File: src/rtl/sales_ledger_ctrl.sv
// Round-robin sale-event arbiter and per-product count/revenue accumulator.
// Define SALES_SATURATE_EN to saturate cnt/rev fields instead of wrapping.
module sales_ledger_ctrl (
  input  logic        clk,
  input  logic        rst,
  input  logic [3:0]  req,
  input  logic [15:0] qty,
  input  logic        clr,
  output logic [3:0]  gnt,
  output logic        busy,
  output logic        upd_valid,
  output logic [1:0]  upd_id,
  output logic [31:0] cnt,
  output logic [47:0] rev,
  output logic [13:0] total_rev
);

  typedef enum logic [1:0] {IDLE, GRANT, ACCUM} state_t;

  state_t      state, state_next;
  logic [1:0]  sel, last_granted, winner, cand;
  logic        found;
  logic [3:0]  qty_lat, qty_win;
  logic [7:0]  prod;
  logic [7:0]  cnt_q [4];
  logic [11:0] rev_q [4];
  logic [7:0]  cnt_next;
  logic [11:0] rev_next;

  function automatic logic [7:0] price_of(input logic [1:0] id);
    case (id)
      2'd0:    price_of = 8'd12;
      2'd1:    price_of = 8'd15;
      2'd2:    price_of = 8'd2;
      default: price_of = 8'd3;
    endcase
  endfunction

  // Search starts one past the last winner so every requester is served in turn
  always_comb begin
    winner = last_granted;
    found  = 1'b0;
    cand   = '0;
    for (int k = 1; k <= 4; k++) begin
      cand = last_granted + 2'(k);
      if (!found && req[cand]) begin
        winner = cand;
        found  = 1'b1;
      end
    end
    qty_win = qty[{winner, 2'b00} +: 4];
  end

`ifdef SALES_SATURATE_EN
  logic [8:0]  cnt_sum;
  logic [12:0] rev_sum;

  always_comb begin
    cnt_sum  = {1'b0, cnt_q[sel]} + {5'b0, qty_lat};
    rev_sum  = {1'b0, rev_q[sel]} + {5'b0, prod};
    cnt_next = cnt_sum[8] ? 8'hFF : cnt_sum[7:0];
    rev_next = rev_sum[12] ? 12'hFFF : rev_sum[11:0];
  end
`else
  always_comb begin
    cnt_next = cnt_q[sel] + {4'b0, qty_lat};
    rev_next = rev_q[sel] + {4'b0, prod};
  end
`endif

  always_comb begin
    state_next = state;
    gnt        = 4'b0000;
    busy       = (state != IDLE);
    case (state)
      IDLE:    if (req != 4'b0000) state_next = GRANT;
      GRANT: begin
        state_next = ACCUM;
        gnt[sel]   = 1'b1;
      end
      ACCUM:   state_next = IDLE;
      default: state_next = IDLE;
    endcase
    if (clr) state_next = IDLE;
  end

  // clr takes precedence over arbitration and commit; last_granted and upd_id survive it
  always_ff @(posedge clk or posedge rst) begin
    if (rst) begin
      state        <= IDLE;
      sel          <= 2'd0;
      qty_lat      <= 4'd0;
      last_granted <= 2'd3;
      prod         <= 8'd0;
      upd_valid    <= 1'b0;
      upd_id       <= 2'd0;
      for (int i = 0; i < 4; i++) begin
        cnt_q[i] <= 8'd0;
        rev_q[i] <= 12'd0;
      end
    end else begin
      state     <= state_next;
      upd_valid <= 1'b0;
      if (clr) begin
        for (int i = 0; i < 4; i++) begin
          cnt_q[i] <= 8'd0;
          rev_q[i] <= 12'd0;
        end
      end else begin
        case (state)
          IDLE: begin
            if (req != 4'b0000) begin
              sel          <= winner;
              qty_lat      <= qty_win;
              last_granted <= winner;
            end
          end
          GRANT: prod <= price_of(sel) * {4'b0000, qty_lat};
          ACCUM: begin
            cnt_q[sel] <= cnt_next;
            rev_q[sel] <= rev_next;
            upd_id     <= sel;
            upd_valid  <= 1'b1;
          end
          default: ;
        endcase
      end
    end
  end

  assign cnt       = {cnt_q[3], cnt_q[2], cnt_q[1], cnt_q[0]};
  assign rev       = {rev_q[3], rev_q[2], rev_q[1], rev_q[0]};
  assign total_rev = {2'b00, rev_q[0]} + {2'b00, rev_q[1]}
                   + {2'b00, rev_q[2]} + {2'b00, rev_q[3]};

endmodule

File: config.mk
export PLATFORM = sky130hd
export DESIGN_NAME = sales_ledger_ctrl
export DESIGN_NICKNAME = d
export VERILOG_FILES = /design/src/rtl/sales_ledger_ctrl.sv
export SDC_FILE = /design/constraint.sdc
export NUM_CORES = 1
export LEC_CHECK = 0
export CORE_UTILIZATION = 53
export DETAILED_ROUTE_END_ITERATION = 12
export HOLD_SLACK_MARGIN = 0.03
export PLACE_DENSITY = 0.81
export SETUP_SLACK_MARGIN = 0.5
export SLEW_MARGIN = 20
export SYNTH_ARGS = -nofsm -noshare
export SYNTH_HDL_FRONTEND = slang
export SYNTH_SLANG_ARGS = --single-unit
File: constraint.sdc
create_clock -name clk -period 4.2 [get_ports clk]
set_input_delay 0.84 -clock clk [delete_from_list [all_inputs] [get_ports clk]]
set_output_delay 0.84 -clock clk [all_outputs]
set_load 0.05 [all_outputs]
==> impl_results.md <==
* Status: complete, but fails checks
* Violations in the final reports: negative setup slack
* Internal power of the cells at 2054 uW
* Critical register-to-register path startpoint: sel[0]$_DFFE_PP0P_
* Count of flip-flops with a built-in enable after synthesis at 0
* Reg2Reg Capture Point: prod[7]$_DFFE_PP0P_
* Congestion Overflow GR at 0
* Count of state elements after synthesis at 101
* Switching power of the nets at approximately 1300 uW
* Startpoint class of the critical path: register
* CTS tree: done
* Area Overhead vs Synth at 35.09%
* Final worst path period share at 102.3%
* Clk sinks at 101
* Antenna Violating Nets Remaining at 0
* # IOs at 125
* Maximum vdd drop at around 260 uV
* Count of hold buffers inserted by post-cts repair at 0
* Starting density of the core at 54.94%
* Part of the total power dissipated in combinational logic at between 30% and 40%
* Clock transition at the registers of the reported paths at 0.07 ns
* Final weighted congestion of routability-driven global placement at around 0.95
* Minimum clock period at roughly 4.3 ns
* Core occupancy in the finished layout at 74.22%
* Pwr/cell area at approximately 370 nW/um2
* Path category of the worst min-delay check: register to register
* End of the worst hold path: upd_id[0]$_DFFE_PP0P_
* Post-synthesis cell area at 6681 um2
* Yosys warning total at 0
* H-tree Lvls at 3
* Kind of cell with the highest combined delay on the critical path: adder cells
* Switch share at 38.37%
* Total via count in the routed design at 5,707
* Async set-reset flop share out of synthesis at 100.0%
* Summed negative setup slack over all endpoints at -0.3064 ns
* Source of the worst hold timing path: upd_id[0]$_DFFE_PP0P_
* Synthesized instance count at 648
* Maximum number of pins on one net before global-route repair at 59
* Floorplan die height at roughly 110 um
* Root Buffer: sky130_fd_sc_hd__clkbuf_16
* Slowest library cell on the worst path: sky130_fd_sc_hd__fa_1
* Number of cells traversed by the worst register-to-register path at 11
* Wire length per cell after detailed routing at between 15 and 20 um
* Setup crit end kind: output pin
* Share of final-layout standard cells stronger than drive strength 1 at 21.00%
* Synth area leaders: sky130_fd_sc_hd__dfrtp_1 (37%), sky130_fd_sc_hd__fa_1 (9.0%), sky130_fd_sc_hd__ha_1 (6.9%)
* Detailed Route WL at 18,890 um
* Detailed placement HPWL at approximately 14,000 um
* Crit path buffers/inverters at 6
* Post-Synthesis Net Count at between 700 and 800
* Port-buffer cells at between 100 and 150
* Total of max-cap violations at 0
* Setup repair after global routing missed its margin: true
* Cell breakdown of the critical path: inv_2, fa_1, fa_1, inv_1, ha_2, inv_2, fa_2, nor2b_2, o21ai_2, a21oi_2, buf_6, o31ai_4, buf_6, xnor2_4, buf_12
* Final setup viols at 6
* Number of diodes at 0
* Number of design rule violations left after detail routing at 0
* Critical-path maximum fanout at 3
* Wire length of the first global-routing pass at 30,390 um
* Final slew viol count at 0
* NumNets Final at 885
* Endpoints failing hold at 0
* Highest clock rate at 232.7 MHz
* Die Outline Area at between 10,000 and 15,000 um2
* Detail-routed via count per cell at 5.896
* Arrival time at the worst endpoint at around 3.5 ns
* Later-pin clock latency in the skew report at 0.35 ns
* Largest stage delay, worst path at 0.55 ns
* Top_reg_cell synth: sky130_fd_sc_hd__dfrtp_1
* Core region area at 12,160 um2
* Critical path type: register to output pin
* Antenna violations before repair at 0
* FP Rows at 40
* GRT Overall Usage at 30.38%
* Commonest non-fill, non-tap cells in the layout: sky130_fd_sc_hd__clkdlybuf4s50_1 (111), sky130_fd_sc_hd__dfrtp_1 (73), sky130_fd_sc_hd__inv_1 (67), sky130_fd_sc_hd__nand2_1 (61), sky130_fd_sc_hd__a22o_1 (44)
* Clock Path Buffers at 2
* Leak pwr at 0.003996 uW
* Headroom to the max-slew limit at 50.60%
* Clock network fraction of total power at 25.1%
* Count of TritonRoute iterations in the first routing pass at 5
* Clock skew after layout at 0.008555 ns
* Sequential-to-total area share from yosys stat at a little under two fifths
* Die Width at 114.3 um
* Minimum setup slack in the final design at -0.09680 ns
* Area leader, netlist: sky130_fd_sc_hd__dfrtp_1
* Worst Tran Pin Value at 0.7410 ns
* Number of cells traversed by the worst hold path at 2
* Setup slack of the worst register-to-register path at 1.00 ns
* Most common library cell in the layout ignoring fill and taps: sky130_fd_sc_hd__clkdlybuf4s50_1
* Count of distinct cell types in the synthesized netlist at 54
* Clock buffer count from CTS at 9
* Fraction of power consumed by sequential logic at between 30% and 40%
* Mean area per synthesized cell at 10.31 um2
* Vias in the first global route at 5,992
* Initial drt markers at 413
* CP required at about 3.4 ns
* Proportion of netlist area held by the largest area contributor at 37.08%
power by group through the flow:
stage / combinational (uW) / sequential, uW / clock (uW)
after floorplan: 923 / 1210 / 0
after global placement: 1250 / 1190 / 0
after detailed placement: 1290 / 1190 / 0
after CTS: 1320 / 1170 / 834
after global routing: 1460 / 1190 / 879
final: 1320 / 1170 / 837
what timing repair did:
item                       4_1_cts  5_1_grt
pin swaps                       15       19
setup endpoints to repair       11       11
gates resized for setup         20       13
buffers inserted                14        6
flip-flops by register name, indices dropped and copies added, names as in the netlist:
name          count
sel               2
state             2
cnt              32
prod              8
upd_id            2
upd_valid         1
qty_lat           4
rev              48
last_granted      2
stage by stage:
stage	setup slack [ns]	power (uW)	std cells	instance area (um2)	hold WS (ns)
CTS	-0.01590	3325	962	8916	0.4930
global route	-0.2190	3522	968	9026	0.5171
detailed placement	0.2297	2484	932	8438	0.4668
global placement	0.2910	2432	932	8438	0.4686
floorplan	0.2353	2136	648	6888	0.4453
finish	-0.09680	3333	968	9026	0.4931
logic make-up after synthesis:
| family | after synthesis | share of synthesized area, % |
|---|---|---|
| flops | 101 | 37.87 |
| mux | 30 | 8.127 |
| xor+xnor | 25 | 3.277 |
| fa+ha+maj | 67 | 15.92 |
| simple gates | 163 | 11.95 |
| buf+inv | 100 | 6.123 |
| compound gates | 162 | 16.74 |
cell usage after synthesis, types with 6 or more instances:
library cell / number
sky130_fd_sc_hd__mux4_2: 19
sky130_fd_sc_hd__dfrtp_1: 99
sky130_fd_sc_hd__nand2_1: 61
sky130_fd_sc_hd__clkbuf_1: 6
sky130_fd_sc_hd__nor2b_1: 8
sky130_fd_sc_hd__ha_1: 37
sky130_fd_sc_hd__nor2_1: 32
sky130_fd_sc_hd__a21o_1: 8
sky130_fd_sc_hd__o31ai_1: 7
sky130_fd_sc_hd__a22o_1: 44
sky130_fd_sc_hd__o21a_1: 7
sky130_fd_sc_hd__mux2i_1: 7
sky130_fd_sc_hd__a21oi_1: 26
sky130_fd_sc_hd__o21ai_0: 44
sky130_fd_sc_hd__fa_1: 30
sky130_fd_sc_hd__nand3_1: 15
sky130_fd_sc_hd__buf_2: 15
sky130_fd_sc_hd__xnor2_1: 20
sky130_fd_sc_hd__nor3_1: 6
sky130_fd_sc_hd__inv_1: 76
sky130_fd_sc_hd__nand2b_1: 9
worst max-delay path by stage:
stage,start,endpoint,slack [ns],depth (start not counted)
2_1_floorplan,rev[25]$_DFFE_PP0P_,total_rev[9],0.24,12
3_3_place_gp,rev[14]$_DFFE_PP0P_,total_rev[8],0.29,11
3_5_place_dp,rev[26]$_DFFE_PP0P_,total_rev[8],0.23,11
4_1_cts,rev[25]$_DFFE_PP0P_,total_rev[13],-0.02,15
5_1_grt,rev[25]$_DFFE_PP0P_,total_rev[13],-0.22,15
6_report,rev[25]$_DFFE_PP0P_,total_rev[9],-0.1,15
tightest hold or removal path, delay by kind of cell, from the launching register on:
kind / cells / cell delay [ns]
DFF: 1 / 0.35
and+or+nand+nor: 2 / 0.11
cell type report:
| cell class | count | area [um2] |
|---|---|---|
| multi-input cells | 447 | 4040 |
| inverters | 76 | 287.8 |
| well taps | 168 | 210.2 |
| repair buffers | 160 | 1633 |
| flip-flops and latches | 101 | 2562 |
| clock inverters | 6 | 63.81 |
| clock buffers | 10 | 229.0 |
| fillers | 839 | 3136 |
routing by layer:
layer | track usage (%) | wire length (um) | up-vias
li1 | - | - | 2569
met1 | 39.83 | 7831 | 2865
met2 | 51.15 | 9320 | 238
met3 | 5.241 | 1342 | 35
met4 | 10.65 | 393 | 0
met5 | 0 | 0 | -
Power figures use the tool's default switching activity.
